$ cat config.mk
export PLATFORM = sky130hd
export DESIGN_NAME = vga_timing_gen
export DESIGN_NICKNAME = d
export VERILOG_FILES = /design/src/rtl/vga_timing_pkg.sv /design/src/rtl/vga_axis_counter.sv /design/src/rtl/vga_timing_gen.sv
export SDC_FILE = /design/constraint.sdc
export NUM_CORES = 1
export LEC_CHECK = 0
export ABC_AREA = 1
export BUFFER_PORTS_ARGS = -buffer_cell sky130_fd_sc_hd__buf_2
export CORE_ASPECT_RATIO = 0.9
export CORE_MARGIN = 4
export CORE_UTILIZATION = 25
export DETAILED_ROUTE_END_ITERATION = 8
export GPL_TIMING_DRIVEN = 0
export HOLD_SLACK_MARGIN = 0.06
export MAX_ROUTING_LAYER = met4
export SETUP_SLACK_MARGIN = 0.4
export SLEW_MARGIN = 20
export SYNTH_ARGS = -nofsm -noshare
export SYNTH_HDL_FRONTEND = slang
export SYNTH_SLANG_ARGS = --single-unit
$ cat constraint.sdc
create_clock -name CLOCK_50 -period 4.7 [get_ports CLOCK_50]
set_input_delay 0.705 -clock CLOCK_50 [delete_from_list [all_inputs] [get_ports CLOCK_50]]
set_output_delay 0.705 -clock CLOCK_50 [all_outputs]
set_load 0.05 [all_outputs]
$ cat src/rtl/vga_timing_pkg.sv
// Shared VGA timing defaults (640x480 @ 60 Hz) and the helper that derives an
// axis total from its four segment widths.
package vga_timing_pkg;

   localparam int CNT_W = 10;

   localparam int H_VISIBLE_DEF = 640;
   localparam int H_FRONT_DEF   = 16;
   localparam int H_SYNC_DEF    = 96;
   localparam int H_BACK_DEF    = 48;

   localparam int V_VISIBLE_DEF = 480;
   localparam int V_FRONT_DEF   = 10;
   localparam int V_SYNC_DEF    = 2;
   localparam int V_BACK_DEF    = 33;

   function automatic int axis_total(input int visible, input int front,
                                     input int sync, input int back);
      return visible + front + sync + back;
   endfunction

endpackage

$ cat src/rtl/vga_axis_counter.sv
// Mod-N counter used for one screen axis; exposes its next value so the
// parent can register decodes that line up with the count itself.
module vga_axis_counter
   import vga_timing_pkg::*;
#(
   parameter int N = 800
) (
   input  logic             clk,
   input  logic             rst_n,
   input  logic             en,
   output logic [CNT_W-1:0] count,
   output logic [CNT_W-1:0] count_next,
   output logic             wrap
);

   localparam logic [CNT_W-1:0] LAST = CNT_W'(N - 1);

   logic [CNT_W-1:0] count_q;
   logic [CNT_W-1:0] count_d;

   always_comb begin
      wrap    = en && (count_q == LAST);
      count_d = count_q;
      if (wrap) begin
         count_d = '0;
      end else if (en) begin
         count_d = count_q + 1'b1;
      end
   end

   always_ff @(posedge clk or negedge rst_n) begin
      if (!rst_n) begin
         count_q <= '0;
      end else begin
         count_q <= count_d;
      end
   end

   assign count      = count_q;
   assign count_next = count_d;

endmodule

$ cat src/rtl/vga_timing_gen.sv
// VGA raster timing: pixel clock at half CLOCK_50, horizontal/vertical counters
// and registered sync/blank/frame-start strobes aligned with DrawX/DrawY.
module vga_timing_gen
   import vga_timing_pkg::*;
#(
   parameter int H_VISIBLE = H_VISIBLE_DEF,
   parameter int H_FRONT   = H_FRONT_DEF,
   parameter int H_SYNC    = H_SYNC_DEF,
   parameter int H_BACK    = H_BACK_DEF,
   parameter int V_VISIBLE = V_VISIBLE_DEF,
   parameter int V_FRONT   = V_FRONT_DEF,
   parameter int V_SYNC    = V_SYNC_DEF,
   parameter int V_BACK    = V_BACK_DEF
) (
   input  logic       CLOCK_50,
   input  logic       RESET_N,
   output logic       VGA_CLK,
   output logic       VGA_HS,
   output logic       VGA_VS,
   output logic       VGA_BLANK_N,
   output logic       VGA_SYNC_N,
   output logic [9:0] DrawX,
   output logic [9:0] DrawY,
   output logic       frame_start
);

   localparam int H_TOTAL = axis_total(H_VISIBLE, H_FRONT, H_SYNC, H_BACK);
   localparam int V_TOTAL = axis_total(V_VISIBLE, V_FRONT, V_SYNC, V_BACK);

   localparam logic [CNT_W-1:0] H_VIS_END  = CNT_W'(H_VISIBLE);
   localparam logic [CNT_W-1:0] HS_START   = CNT_W'(H_VISIBLE + H_FRONT);
   localparam logic [CNT_W-1:0] HS_END     = CNT_W'(H_VISIBLE + H_FRONT + H_SYNC);
   localparam logic [CNT_W-1:0] V_VIS_END  = CNT_W'(V_VISIBLE);
   localparam logic [CNT_W-1:0] VS_START   = CNT_W'(V_VISIBLE + V_FRONT);
   localparam logic [CNT_W-1:0] VS_END     = CNT_W'(V_VISIBLE + V_FRONT + V_SYNC);

   logic             pix_en_q, pix_en_d;
   logic             hs_q, hs_d;
   logic             vs_q, vs_d;
   logic             blank_n_q, blank_n_d;
   logic             frame_start_q, frame_start_d;

   logic [CNT_W-1:0] x_cnt, x_next, y_cnt, y_next;
   logic             x_wrap, y_wrap;

   vga_axis_counter #(.N(H_TOTAL)) u_h_cnt (
      .clk        (CLOCK_50),
      .rst_n      (RESET_N),
      .en         (pix_en_q),
      .count      (x_cnt),
      .count_next (x_next),
      .wrap       (x_wrap)
   );

   vga_axis_counter #(.N(V_TOTAL)) u_v_cnt (
      .clk        (CLOCK_50),
      .rst_n      (RESET_N),
      .en         (x_wrap),
      .count      (y_cnt),
      .count_next (y_next),
      .wrap       (y_wrap)
   );

   // Decode from the counters' next values so each strobe lands with its coordinate.
   always_comb begin
      pix_en_d      = ~pix_en_q;
      hs_d          = !((x_next >= HS_START) && (x_next < HS_END));
      vs_d          = !((y_next >= VS_START) && (y_next < VS_END));
      blank_n_d     = (x_next < H_VIS_END) && (y_next < V_VIS_END);
      frame_start_d = y_wrap;
   end

   always_ff @(posedge CLOCK_50 or negedge RESET_N) begin
      if (!RESET_N) begin
         pix_en_q      <= 1'b0;
         hs_q          <= 1'b1;
         vs_q          <= 1'b1;
         blank_n_q     <= 1'b1;
         frame_start_q <= 1'b0;
      end else begin
         pix_en_q      <= pix_en_d;
         hs_q          <= hs_d;
         vs_q          <= vs_d;
         blank_n_q     <= blank_n_d;
         frame_start_q <= frame_start_d;
      end
   end

   assign VGA_CLK     = pix_en_q;
   assign VGA_HS      = hs_q;
   assign VGA_VS      = vs_q;
   assign VGA_BLANK_N = blank_n_q;
   assign VGA_SYNC_N  = 1'b0;
   assign DrawX       = x_cnt;
   assign DrawY       = y_cnt;
   assign frame_start = frame_start_q;

endmodule

==> results of run 1 <==
==> final timing paths <==
kind | startpoint | endpoint | slack [ns] | cells past startpoint
max reg2reg | u_h_cnt.count[1]$_DFF_PN0_ | VGA_VS$_DFF_PN1_ | 2.87 | 8
min reg2reg | u_h_cnt.count[2]$_DFF_PN0_ | u_h_cnt.count[2]$_DFF_PN0_ | 0.53 | 1
max in group asynchronous | RESET_N | u_v_cnt.count[2]$_DFF_PN0_ | 3.88 | 1
max | u_h_cnt.count[1]$_DFF_PN0_ | VGA_VS$_DFF_PN1_ | 2.87 | 8
min in group CLOCK_50 | u_h_cnt.count[2]$_DFF_PN0_ | u_h_cnt.count[2]$_DFF_PN0_ | 0.53 | 1
min | RESET_N | u_h_cnt.count[5]$_DFF_PN0_ | 0.43 | 1
==> state kept, by name, indices dropped and copies added (netlist names) <==
signal,count
u_v_cnt.count,10
u_h_cnt.count,10
VGA_VS,1
frame_start,1
VGA_HS,1
VGA_CLK,1
VGA_BLANK_N,1
==> report_power, final <==
group	switching (mW)	internal, mW	total, mW
clock	0.0698	0.0606	0.130
sequential	0	0.215	0.215
combinational	0.00609	0.000868	0.00696
total	0.0759	0.277	0.352
==> stage by stage <==
step / total power, mW / worst slack, ns / cells / cell area, µm²
2_1_floorplan: 0.222 / 2.79 / 210 / 1510
3_3_place_gp: 0.226 / 2.95 / 306 / 1730
3_5_place_dp: 0.227 / 2.92 / 306 / 1730
4_1_cts: 0.359 / 2.90 / 310 / 1770
5_1_grt: 0.372 / 2.68 / 310 / 1770
6_report: 0.352 / 2.87 / 310 / 1770
==> cell type report <==
type / count / area (µm²) / area share
multi-input combinational: 143 / 706 / 0.398
buffer: 3 / 30.0 / 0.0169
timing repair buffer: 26 / 130 / 0.0733
tap: 70 / 87.6 / 0.0494
clock buffer: 4 / 45.0 / 0.0254
sequential: 25 / 629 / 0.355
inverter: 39 / 146 / 0.0825
==> cells by family after synthesis <==
kind of cell,count (synthesis),share of synthesized area
other,1,0.00248
adder cells (fa/ha/maj),3,0.0248
flip-flops,25,0.416
AO/OA/AOI/OAI,7,0.0273
XOR/XNOR,4,0.0232
AND/OR/NAND/NOR,128,0.389
buffers and inverters,42,0.117
==> metal layers <==
layer  track usage  wire length, µm  vias up
met1         0.131             1750      617
li1              -                -      703
met5             -                0        -
met2         0.167             1570       18
met3        0.0201              119        2
met4        0.0275               25        0
==> cells in the final DEF, fill, tap and decap left out <==
master                      n
sky130_fd_sc_hd__a21oi_1    2
sky130_fd_sc_hd__a21oi_2    1
sky130_fd_sc_hd__buf_2     26
sky130_fd_sc_hd__buf_4      2
sky130_fd_sc_hd__buf_8      1
sky130_fd_sc_hd__clkbuf_1   1
sky130_fd_sc_hd__clkbuf_8   3
sky130_fd_sc_hd__conb_1     1
sky130_fd_sc_hd__dfrtp_1   22
sky130_fd_sc_hd__dfstp_2    3
sky130_fd_sc_hd__ha_1       3
sky130_fd_sc_hd__inv_1     35
sky130_fd_sc_hd__inv_2      4
sky130_fd_sc_hd__nand2_1   66
sky130_fd_sc_hd__nand2_2    1
sky130_fd_sc_hd__nand2_4    1
sky130_fd_sc_hd__nand3_1   22
sky130_fd_sc_hd__nand3_2    2
sky130_fd_sc_hd__nand3b_1   3
sky130_fd_sc_hd__nand4_1    5
sky130_fd_sc_hd__nor2_1    20
sky130_fd_sc_hd__nor2_2     2
sky130_fd_sc_hd__nor2_4     1
sky130_fd_sc_hd__nor2_8     1
sky130_fd_sc_hd__nor3_1     4
sky130_fd_sc_hd__o21ai_0    3
sky130_fd_sc_hd__o21bai_1   1
sky130_fd_sc_hd__xnor2_1    2
sky130_fd_sc_hd__xor2_1     2
==> critical path, delay by kind of cell (launching register included) <==
kind          cells  cell delay (ns)
simple gates      7             1.16
flops             1             0.40
fa+ha+maj         1             0.18
==> impl_metrics.sql, run 1 <==
INSERT INTO impl_metrics (metric_group, metric, value, unit) VALUES
('status', 'status', 'complete, no violations', ''),
('clocking', 'ctsHoldBuffers', '0', ''),
('die', 'core_region_area', '0.00576', 'mm²'),
('global_routing', 'grt_first_pass_wirelength', '5.94', 'mm'),
('global_routing', 'number_of_antenna_violations_at_the_first_check_in_global_routing', '0', ''),
('clocking', 'worstSkewPairLatency', '0.27', 'ns'),
('hold_path', 'hold_path_class', 'input port to async pin', ''),
('routing', 'totalWireLength', '3.46', 'mm'),
('die', 'fp-row-count', '26', ''),
('setup_path', 'critPathSlowestCell', 'sky130_fd_sc_hd__nor3_1', ''),
('routing', 'dr.first_iter.drc_count', '86', ''),
('yosys', 'synth_seq_area_share', '0.416', ''),
('routing', 'firstDrtPassIters', '4', ''),
('placed_design', 'place.detailed.hpwl', '2.72', 'mm'),
('yosys', 'synthesis.area_per_instance', '7.20', 'µm²'),
('timing', 'fmax', '0.547', 'GHz'),
('setup_path', 'crit_path_start_kind', 'flip-flop', ''),
('die', 'die-height', '81.8', 'µm'),
('routing', 'drc', '0', ''),
('power_and_ir_drop', 'p_leak', '0.999', 'nW'),
('timing', 'finalHoldViolCount', '0', ''),
('clocking', 'cts_max_level', '1', ''),
('yosys', 'number_of_enable_type_register_cells_in_the_synthesized_netlist', '0', ''),
('routing', 'post_drt_wl_per_cell', '11.2', 'µm'),
('timing', 'timing_max_transition_violations_final', '0', ''),
('placed_design', 'io_buffer_count', '26', ''),
('die', 'pin_count', '28', ''),
('setup_path', 'cp_cell_sequence', 'ha_1 > nand3_1 > nor3_1 > nand3b_1 > nand2_1 > nand3_1 > nor2_1 > nand2_1', ''),
('routing', 'antenna_violating_nets_post_route', '0', ''),
('yosys', 'async_set_reset_flop_share_out_of_synthesis', '1.00', ''),
('clocking', 'tritoncts_buffers', '3', ''),
('layout', 'post_route_cells_drive_above_1_share', '0.200', ''),
('yosys', 'syn-num-nets', '215', ''),
('layout', 'final_net_count', '246', ''),
('setup_path', 'worst-path-max-fanout', '4', ''),
('global_routing', 'globalRoute.totalOverflow', '0', ''),
('yosys', 'synth.cells.most_frequent', 'sky130_fd_sc_hd__nand2_1 (66), sky130_fd_sc_hd__inv_1 (35), sky130_fd_sc_hd__dfrtp_1 (22), sky130_fd_sc_hd__nand3_1 (22), sky130_fd_sc_hd__nor2_1 (20)', ''),
('yosys', 'yosys_warning_count', '0', ''),
('global_routing', 'largest_net_degree_at_the_start_of_global_routing', '26', ''),
('layout', 'num-fill-cells', '644', ''),
('yosys', 'yosys.area.top_type', 'sky130_fd_sc_hd__dfrtp_1', ''),
('timing', 'totalNegativeSetupSlack', '0', 'ns'),
('yosys', 'yosys.cell_count.top_type', 'sky130_fd_sc_hd__nand2_1', ''),
('routing', 'avgViaCountPerCell', '4.32', ''),
('clocking', 'path_clk_slew', '0.09', 'ns'),
('die', 'floorplan.die_area', '0.00736', 'mm²'),
('timing', 'finalWorstPathRequiredPeriod', '1.83', 'ns'),
('layout', 'final_util', '0.308', ''),
('die', 'initial_cell_density_of_the_core', '0.262', ''),
('power_and_ir_drop', 'power.density_cell_area', '199', 'mW/mm²'),
('power_and_ir_drop', 'vdd.ir_drop.worst', '0.122', 'mV'),
('clocking', 'post_cts_buffers', '0', ''),
('global_routing', 'number_of_global_route_vias_before_repair', '1250', ''),
('layout', 'antenna_cells_inserted', '0', ''),
('clocking', 'clockRootBuffer', 'sky130_fd_sc_hd__clkbuf_8', ''),
('yosys', 'ys.flop_type', 'sky130_fd_sc_hd__dfrtp_1', ''),
('job', 'drv.max_cap_violation_count', '0', ''),
('clocking', 'max-clock-path-buffers', '2', ''),
('routing', 'vias', '1340', ''),
('timing', 'timing.final.crit_share', '0.389', ''),
('clocking', 'postCtsResizedCells', '0', ''),
('placed_design', 'placer_congestion', '0.805', ''),
('setup_path', 'critPathRequiredTime', '4.90', 'ns'),
('die', 'die_w', '90.0', 'µm'),
('global_routing', 'global_route.usage.total', '0.102', ''),
('yosys', 'synth.cell_area', '0.00151', 'mm²'),
('setup_path', 'ws_path_type', 'flip-flop to flip-flop', ''),
('clocking', 'clock_sink_count', '25', ''),
('timing', 'finalSetupViolations', '0', ''),
('yosys', 'netlist_top_cells_area', 'sky130_fd_sc_hd__dfrtp_1 (36%), sky130_fd_sc_hd__nand2_1 (16%), sky130_fd_sc_hd__inv_1 (8.7%), sky130_fd_sc_hd__nand3_1 (7.3%), sky130_fd_sc_hd__dfstp_2 (5.2%)', ''),
('yosys', 'synth.ff_latch_count', '25', '');
(Power assumes the default switching activity.)
==> inputs of run 2 (changes only) <==
Settings changed: ABC_AREA 1 to 0.
Clock period 4.7 ns to 1.7 ns, I/O delays scaled along.
==> run 2 against run 1 <==
  * The run now ends with setup timing left
  * Global-route usage grew 0.12 points
  * Via count decreased by 17%
  * Power grew to 2.7 times the previous value
  * Non-clock buffer count up 24
  * Worst hold slack improved by 0.084 ns
  * Routed wire length down 7.3%
  * Count of clock-buffer cells in the layout did not move
  * Sequential share of layout area is 3.8 points lower
  * Critical endpoint unchanged
  * Largest cell class unchanged
  * Largest power group unchanged
==> impl_metrics.sql, run 2 <==
INSERT INTO impl_metrics (metric_group, metric, value, unit) VALUES
('global_routing', 'globalRoute.totalOverflow', '0', ''),
('setup_path', 'critPathRequiredTime', '1.90', 'ns'),
('yosys', 'async_set_reset_flop_share_out_of_synthesis', '1.00', ''),
('setup_path', 'cp-end-kind', 'flip-flop', ''),
('timing', 'fmax', '0.515', 'GHz'),
('yosys', 'yosys.cell_count.top_type', 'sky130_fd_sc_hd__dfrtp_1', ''),
('timing', 'finalWorstPathRequiredPeriod', '1.94', 'ns'),
('layout', 'post_route_cells_drive_above_1_share', '0.617', ''),
('routing', 'vias', '1111', ''),
('timing', 'timing_max_transition_violations_final', '0', ''),
('clocking', 'cts_tree', 'built', ''),
('power_and_ir_drop', 'power.share.combinational', '0.021', ''),
('timing', 'tightest_slew', '0.578', 'ns'),
('yosys', 'netlist_top_cells_area', 'sky130_fd_sc_hd__dfrtp_1 (41%), sky130_fd_sc_hd__dfstp_2 (5.9%), sky130_fd_sc_hd__xor2_1 (5.3%), sky130_fd_sc_hd__nand3_1 (4.5%), sky130_fd_sc_hd__o21ai_0 (3.0%)', ''),
('power_and_ir_drop', 'p_switching', '0.201', 'mW'),
('clocking', 'worstSkewPairLatency', '0.27', 'ns'),
('layout', 'final_net_count', '189', ''),
('layout', 'antenna_cells_inserted', '0', ''),
('timing', 'worst_clock_skew', '0.00682', 'ns'),
('routing', 'dr.first_iter.drc_count', '65', ''),
('placed_design', 'placer_congestion', '0.826', ''),
('power_and_ir_drop', 'p_clk_frac', '0.364', ''),
('yosys', 'number_of_enable_type_register_cells_in_the_synthesized_netlist', '0', ''),
('clocking', 'clock_sink_count', '25', ''),
('clocking', 'cts_max_level', '1', ''),
('setup_path', 'ws_path_type', 'flip-flop to flip-flop', ''),
('power_and_ir_drop', 'power_report.internal_total', '0.766', 'mW'),
('power_and_ir_drop', 'power.density_cell_area', '469', 'mW/mm²'),
('timing', 'finalHoldViolCount', '0', ''),
('yosys', 'ys.flop_type', 'sky130_fd_sc_hd__dfrtp_1', ''),
('routing', 'avgViaCountPerCell', '4.48', ''),
('power_and_ir_drop', 'vdd.ir_drop.worst', '0.384', 'mV'),
('yosys', 'synth.lib_cells_used.distinct', '40', ''),
('power_and_ir_drop', 'p_leak', '0.906', 'nW'),
('die', 'die_w', '84.8', 'µm'),
('die', 'floorplan.die_area', '0.00654', 'mm²'),
('global_routing', 'number_of_antenna_violations_at_the_first_check_in_global_routing', '0', ''),
('yosys', 'syn-num-nets', '137', ''),
('yosys', 'yosys.area.top_type', 'sky130_fd_sc_hd__dfrtp_1', ''),
('status', 'status', 'finished, violations left', ''),
('timing', 'maxSlewHeadroom', '0.615', ''),
('clocking', 'path_clk_slew', '0.09', 'ns'),
('layout', 'layout_commonest_cell', 'sky130_fd_sc_hd__dfrtp_2', ''),
('setup_path', 'worst-path-max-fanout', '5', ''),
('timing', 'worst_slack', '-0.242', 'ns'),
('global_routing', 'number_of_global_route_vias_before_repair', '1108', ''),
('power_and_ir_drop', 'sw_frac_of_total', '0.208', ''),
('routing', 'firstDrtPassIters', '4', ''),
('power_and_ir_drop', 'total_power', '0.967', 'mW'),
('yosys', 'synth.cells.most_frequent', 'sky130_fd_sc_hd__dfrtp_1 (22), sky130_fd_sc_hd__nand3_1 (12), sky130_fd_sc_hd__nand2_1 (9), sky130_fd_sc_hd__nor2_1 (9)', ''),
('timing', 'finalSetupViolations', '9', ''),
('timing', 'totalNegativeSetupSlack', '-1.12', 'ns'),
('job', 'drv.max_cap_violation_count', '0', ''),
('routing', 'antenna_violating_nets_post_route', '0', ''),
('routing', 'drc', '0', ''),
('yosys', 'synth_top_area_frac', '0.415', ''),
('die', 'fp-row-count', '24', ''),
('routing', 'totalWireLength', '3.20', 'mm'),
('global_routing', 'global_route.usage.total', '0.103', ''),
('layout', 'flow.area_growth_from_synthesis', '55.1', '%'),
('timing', 'timing.final.crit_share', '1.14', ''),
('die', 'core_region_area', '0.00498', 'mm²'),
('global_routing', 'largest_net_degree_at_the_start_of_global_routing', '26', ''),
('yosys', 'yosys_warning_count', '0', ''),
('die', 'initial_cell_density_of_the_core', '0.266', ''),
('clocking', 'clockRootBuffer', 'sky130_fd_sc_hd__clkbuf_8', ''),
('setup_path', 'worst_r2r_path_depth', '6', ''),
('power_and_ir_drop', 'power.share.sequential', '0.615', ''),
('yosys', 'synth.ff_latch_count', '25', ''),
('die', 'pin_count', '28', ''),
('yosys', 'synthesis.area_per_instance', '10.1', 'µm²'),
('yosys', 'synth.cell_area', '0.00133', 'mm²'),
('yosys', 'postSynthCellCount', '132', ''),
('clocking', 'tritoncts_buffers', '3', ''),
('layout', 'num-fill-cells', '508', ''),
('routing', 'post_drt_wl_per_cell', '12.9', 'µm'),
('status', 'violations', 'setup timing', ''),
('die', 'die-height', '77.1', 'µm'),
('hold_path', 'hold_path_class', 'input port to async pin', ''),
('placed_design', 'io_buffer_count', '26', ''),
('yosys', 'synth_seq_area_share', '0.474', ''),
('setup_path', 'critPathArrivalTime', '2.14', 'ns'),
('global_routing', 'grt_first_pass_wirelength', '5.40', 'mm'),
('layout', 'layout_common_cells', 'sky130_fd_sc_hd__dfrtp_2 (19), sky130_fd_sc_hd__buf_4 (17), sky130_fd_sc_hd__buf_6 (15)', ''),
('placed_design', 'place.detailed.hpwl', '2.21', 'mm'),
('clocking', 'max-clock-path-buffers', '2', ''),
('setup_path', 'crit_path_start_kind', 'flip-flop', ''),
('timing', 'unrepaired_setup_endpoints_after_global_routing', 'true', '');
run 2: critical path: stages (launching register included):
cell and delay [ns]:
sky130_fd_sc_hd__dfrtp_2 0.42, sky130_fd_sc_hd__or4_4 0.54, sky130_fd_sc_hd__or4_4 0.48, sky130_fd_sc_hd__o211ai_2 0.09, sky130_fd_sc_hd__nand3_2 0.13, sky130_fd_sc_hd__nor2_2 0.12, sky130_fd_sc_hd__nand4b_1 0.09
run 2: area by class of cell:
type	count	area, µm²	share of cell area
Tap cell	65	81.3	0.0395
Sequential cell	25	653	0.317
Multi-Input combinational cell	93	798	0.388
Timing Repair Buffer	47	384	0.187
Inverter	8	30.0	0.0146
Clock buffer	4	45.0	0.0219
Buffer	6	67.6	0.0328
run 2: worst paths after layout:
kind	from	to	slack (ns)
max	u_v_cnt.count[6]$_DFF_PN0_	VGA_VS$_DFF_PN1_	-0.24
max reg2reg	u_v_cnt.count[6]$_DFF_PN0_	VGA_VS$_DFF_PN1_	-0.24
max in group asynchronous	RESET_N	u_h_cnt.count[2]$_DFF_PN0_	0.77
min reg2reg	u_h_cnt.count[2]$_DFF_PN0_	u_h_cnt.count[2]$_DFF_PN0_	0.52
min in group CLOCK_50	u_h_cnt.count[2]$_DFF_PN0_	u_h_cnt.count[2]$_DFF_PN0_	0.52
min	RESET_N	u_v_cnt.count[2]$_DFF_PN0_	0.51
run 2: logic make-up after synthesis:
| family | synth area share |
|---|---|
| AO/OA/AOI/OAI | 0.0961 |
| XOR/XNOR | 0.0792 |
| adder cells (fa/ha/maj) | 0.0283 |
| buffers and inverters | 0.0556 |
| flip-flops | 0.474 |
| multiplexers | 0.00754 |
| other | 0.00282 |
| AND/OR/NAND/NOR | 0.256 |
run 2: stage by stage:
stage | std cells | cell area [µm²] | utilization | worst slack (ns) | hold WS, ns
CTS | 239 | 1870 | 0.375 | -0.241 | 0.518
finish | 248 | 2060 | 0.413 | -0.242 | 0.511
global route | 248 | 2060 | 0.413 | -0.297 | 0.531
global placement | 223 | 1650 | 0.330 | -0.296 | 0.282
floorplan | 132 | 1430 | - | -0.295 | -0.0406
detailed placement | 223 | 1650 | 0.330 | -0.289 | 0.285
run 2: repair_timing:
action,in CTS,in global routing
endpoints found under the hold margin,22,0
gates resized for setup,22,38
buffers inserted,11,9
endpoints found under the setup margin,29,31
hold buffers,1,0
pin swaps,4,7
run 2: power by group through the flow:
stage | logic (mW) | clock network [mW] | registers, mW
4_1_cts | 0.0215 | 0.373 | 0.594
3_3_place_gp | 0.0197 | 0 | 0.606
5_1_grt | 0.0239 | 0.406 | 0.594
3_5_place_dp | 0.0198 | 0 | 0.606
6_report | 0.0207 | 0.352 | 0.594
2_1_floorplan | 0.00658 | 0 | 0.606
run 2: metal layers:
metal	wire length [µm]	share of wire	global-route usage	vias to the layer above
met5	0	0	-	-
met4	17	0.0053	0.0253	0
met3	104	0.032	0.0289	2
met2	1540	0.48	0.153	18
met1	1540	0.48	0.139	529
li1	-	-	-	562
==> inputs of run 3 (changes only) <==
==> constraint.sdc (replaced) <==
create_clock -name CLOCK_50 -period 1.7 [get_ports CLOCK_50]
set_input_delay 0.17 -clock CLOCK_50 [delete_from_list [all_inputs] [get_ports CLOCK_50]]
set_output_delay 0.17 -clock CLOCK_50 [all_outputs]
set_load 0.05 [all_outputs]
==> run 3 against run 2 <==
  * Sequential power barely moved
  * Sequential cell count did not move
  * Routed wire length rose by 0.87%
  * The flow still finishes with violations (setup timing)
  * Worst hold slack got worse by 0.087 ns
  * Highest routed layer unchanged
  * Die area did not move
  * Count of clock-buffer cells in the layout did not move
  * Final cell count did not move
  * Largest cell class unchanged
  * First-iteration DRC count fell by 18%
  * Non-clock buffer count did not move
  * Power barely moved
  * Sequential share of layout area rose by 0.89 points
==> impl_metrics.sql, run 3 (same netlist as run 2, synthesis figures left out) <==
INSERT INTO impl_metrics (metric_group, metric, value, unit) VALUES
('routing', 'antenna_violating_nets_post_route', '0', ''),
('global_routing', 'grt_first_pass_wirelength', '5.40', 'mm'),
('routing', 'totalWireLength', '3.23', 'mm'),
('clocking', 'max-clock-path-buffers', '2', ''),
('global_routing', 'globalRoute.totalOverflow', '0', ''),
('routing', 'vias', '1122', ''),
('timing', 'finalHoldViolCount', '0', ''),
('global_routing', 'number_of_antenna_violations_at_the_first_check_in_global_routing', '0', ''),
('timing', 'tightest_slew', '0.575', 'ns'),
('layout', 'antenna_cells_inserted', '0', ''),
('clocking', 'cts_tree', 'built', ''),
('power_and_ir_drop', 'power.density_cell_area', '483', 'mW/mm²'),
('routing', 'drc', '0', ''),
('die', 'core_region_area', '0.00498', 'mm²'),
('clocking', 'clockRootBuffer', 'sky130_fd_sc_hd__clkbuf_8', ''),
('layout', 'num-fill-cells', '516', ''),
('layout', 'layout_common_cells', 'sky130_fd_sc_hd__buf_2 (23), sky130_fd_sc_hd__dfrtp_2 (19), sky130_fd_sc_hd__buf_4 (15)', ''),
('routing', 'avgViaCountPerCell', '4.52', ''),
('layout', 'layout_commonest_cell', 'sky130_fd_sc_hd__buf_2', ''),
('die', 'floorplan.die_area', '0.00654', 'mm²'),
('layout', 'post_route_cells_drive_above_1_share', '0.617', ''),
('setup_path', 'critPathSlowestCell', 'sky130_fd_sc_hd__dfrtp_2', ''),
('timing', 'unrepaired_setup_endpoints_after_global_routing', 'true', ''),
('timing', 'worst_clock_skew', '0.00738', 'ns'),
('timing', 'totalNegativeSetupSlack', '-1.14', 'ns'),
('die', 'die_w', '84.8', 'µm'),
('clocking', 'path_clk_slew', '0.09', 'ns'),
('timing', 'timing_max_transition_violations_final', '0', ''),
('timing', 'worst_slack', '-0.244', 'ns'),
('placed_design', 'io_buffer_count', '26', ''),
('setup_path', 'slowest_delay', '0.41', 'ns'),
('routing', 'firstDrtPassIters', '4', ''),
('timing', 'finalWorstPathRequiredPeriod', '1.94', 'ns'),
('setup_path', 'ws_path_type', 'flip-flop to flip-flop', ''),
('layout', 'final_net_count', '189', ''),
('timing', 'finalSetupViolations', '9', ''),
('job', 'drv.max_cap_violation_count', '0', ''),
('die', 'pin_count', '28', ''),
('placed_design', 'placer_congestion', '0.826', ''),
('die', 'die-height', '77.1', 'µm'),
('status', 'status', 'finished, violations left', ''),
('timing', 'fmax', '0.514', 'GHz'),
('placed_design', 'place.detailed.hpwl', '2.21', 'mm'),
('setup_path', 'crit_family', 'simple AND/OR/NAND/NOR gates', ''),
('setup_path', 'worst_r2r_path_depth', '8', ''),
('hold_path', 'hold_path_class', 'input port to async pin', ''),
('clocking', 'clock_sink_count', '25', ''),
('clocking', 'tritoncts_buffers', '3', ''),
('global_routing', 'largest_net_degree_at_the_start_of_global_routing', '26', ''),
('setup_path', 'critPathArrivalTime', '2.14', 'ns'),
('setup_path', 'path_depth', '8', ''),
('status', 'violations', 'setup timing', ''),
('layout', 'area.sequential', '653', 'µm²'),
('setup_path', 'worst_path_most_repeated_cell', 'sky130_fd_sc_hd__buf_6', ''),
('timing', 'maxSlewHeadroom', '0.617', ''),
('setup_path', 'critPathRequiredTime', '1.90', 'ns'),
('die', 'fp-row-count', '24', ''),
('routing', 'dr.first_iter.drc_count', '53', ''),
('setup_path', 'worst-path-max-fanout', '4', ''),
('global_routing', 'global_route.usage.total', '0.103', ''),
('global_routing', 'number_of_global_route_vias_before_repair', '1101', ''),
('setup_path', 'crit_path_start_kind', 'flip-flop', ''),
('clocking', 'worstSkewPairLatency', '0.27', 'ns'),
('routing', 'post_drt_wl_per_cell', '13.0', 'µm'),
('setup_path', 'cp_cell_sequence', 'buf_6 > nor4b_4 > nand4_2 > buf_6 > nor3_4 > xor2_1 > and4_4 > nand4b_1', ''),
('layout', 'flow.area_growth_from_synthesis', '50.9', '%'),
('setup_path', 'cp-end-kind', 'flip-flop', ''),
('power_and_ir_drop', 'p_leak', '0.895', 'nW'),
('die', 'initial_cell_density_of_the_core', '0.266', ''),
('timing', 'timing.final.crit_share', '1.14', ''),
('setup_path', 'critPathBufInv', '2', ''),
('clocking', 'cts_max_level', '1', ''),
('layout', 'total_area_of_multi_input_combinational_cells', '798', 'µm²'),
('power_and_ir_drop', 'total_power', '0.967', 'mW'),
('power_and_ir_drop', 'vdd.ir_drop.worst', '0.384', 'mV');
==> run 3: power by group <==
part / internal, mW / total [mW] / switching (mW)
logic: 0.00389 / 0.0206 / 0.0168
clock network: 0.168 / 0.352 / 0.185
registers: 0.594 / 0.594 / 0
total: 0.766 / 0.967 / 0.201
==> run 3: what timing repair did <==
| item | CTS | global route |
|---|---|---|
| hold endpoints to repair | 22 | 0 |
| gates resized for setup | 10 | 32 |
| buffers inserted | 11 | 9 |
| hold buffers | 1 | 0 |
| setup endpoints to repair | 21 | 27 |
| pin swaps | 4 | 6 |
==> run 3: final timing paths <==
path	startpoint	endpoint	slack, ns
setup / recovery	u_h_cnt.count[7]$_DFF_PN0_	VGA_VS$_DFF_PN1_	-0.24
max in group asynchronous	RESET_N	u_h_cnt.count[2]$_DFF_PN0_	0.86
setup reg to reg	u_h_cnt.count[7]$_DFF_PN0_	VGA_VS$_DFF_PN1_	-0.24
hold reg to reg	u_h_cnt.count[2]$_DFF_PN0_	u_h_cnt.count[2]$_DFF_PN0_	0.52
min in group CLOCK_50	u_h_cnt.count[2]$_DFF_PN0_	u_h_cnt.count[2]$_DFF_PN0_	0.52
hold / removal	RESET_N	u_v_cnt.count[8]$_DFF_PN0_	0.42
==> run 3: per-stage QoR <==
step | worst slack [ns] | hold WS (ns) | cells | utilization | cell area (µm²)
finish | -0.244 | 0.424 | 248 | 0.402 | 2000
CTS | -0.241 | 0.433 | 239 | 0.368 | 1830
detailed placement | -0.289 | 0.200 | 223 | 0.330 | 1650
floorplan | -0.295 | -0.126 | 132 | - | 1430
global placement | -0.296 | 0.197 | 223 | 0.330 | 1650
global route | -0.329 | 0.482 | 248 | 0.402 | 2000
==> run 3: final cells by class <==
class                   instances  area share
plain buffers                   6      0.0337
clock buffers                   4      0.0225
inverters                       8      0.0150
multi-input cells              93       0.399
flip-flops and latches         25       0.326
well taps                      65      0.0406
repair buffers                 47       0.164
==> run 3: per-layer routing <==
layer	share of wire	track usage	vias to the layer above	routed length, µm
met5	0	-	-	0
li1	-	-	562	-
met3	0.030	0.0268	4	96
met2	0.48	0.155	18	1560
met4	0.0077	0.0237	0	25
met1	0.48	0.139	538	1550
==> run 3: worst reg2reg max path: stages, from the launching register on <==
cell and delay (ns):
sky130_fd_sc_hd__dfrtp_2 0.41, sky130_fd_sc_hd__buf_6 0.12, sky130_fd_sc_hd__nor4b_4 0.28, sky130_fd_sc_hd__nand4_2 0.18, sky130_fd_sc_hd__buf_6 0.18, sky130_fd_sc_hd__nor3_4 0.11
sky130_fd_sc_hd__xor2_1 0.23, sky130_fd_sc_hd__and4_4 0.26, sky130_fd_sc_hd__nand4b_1 0.10
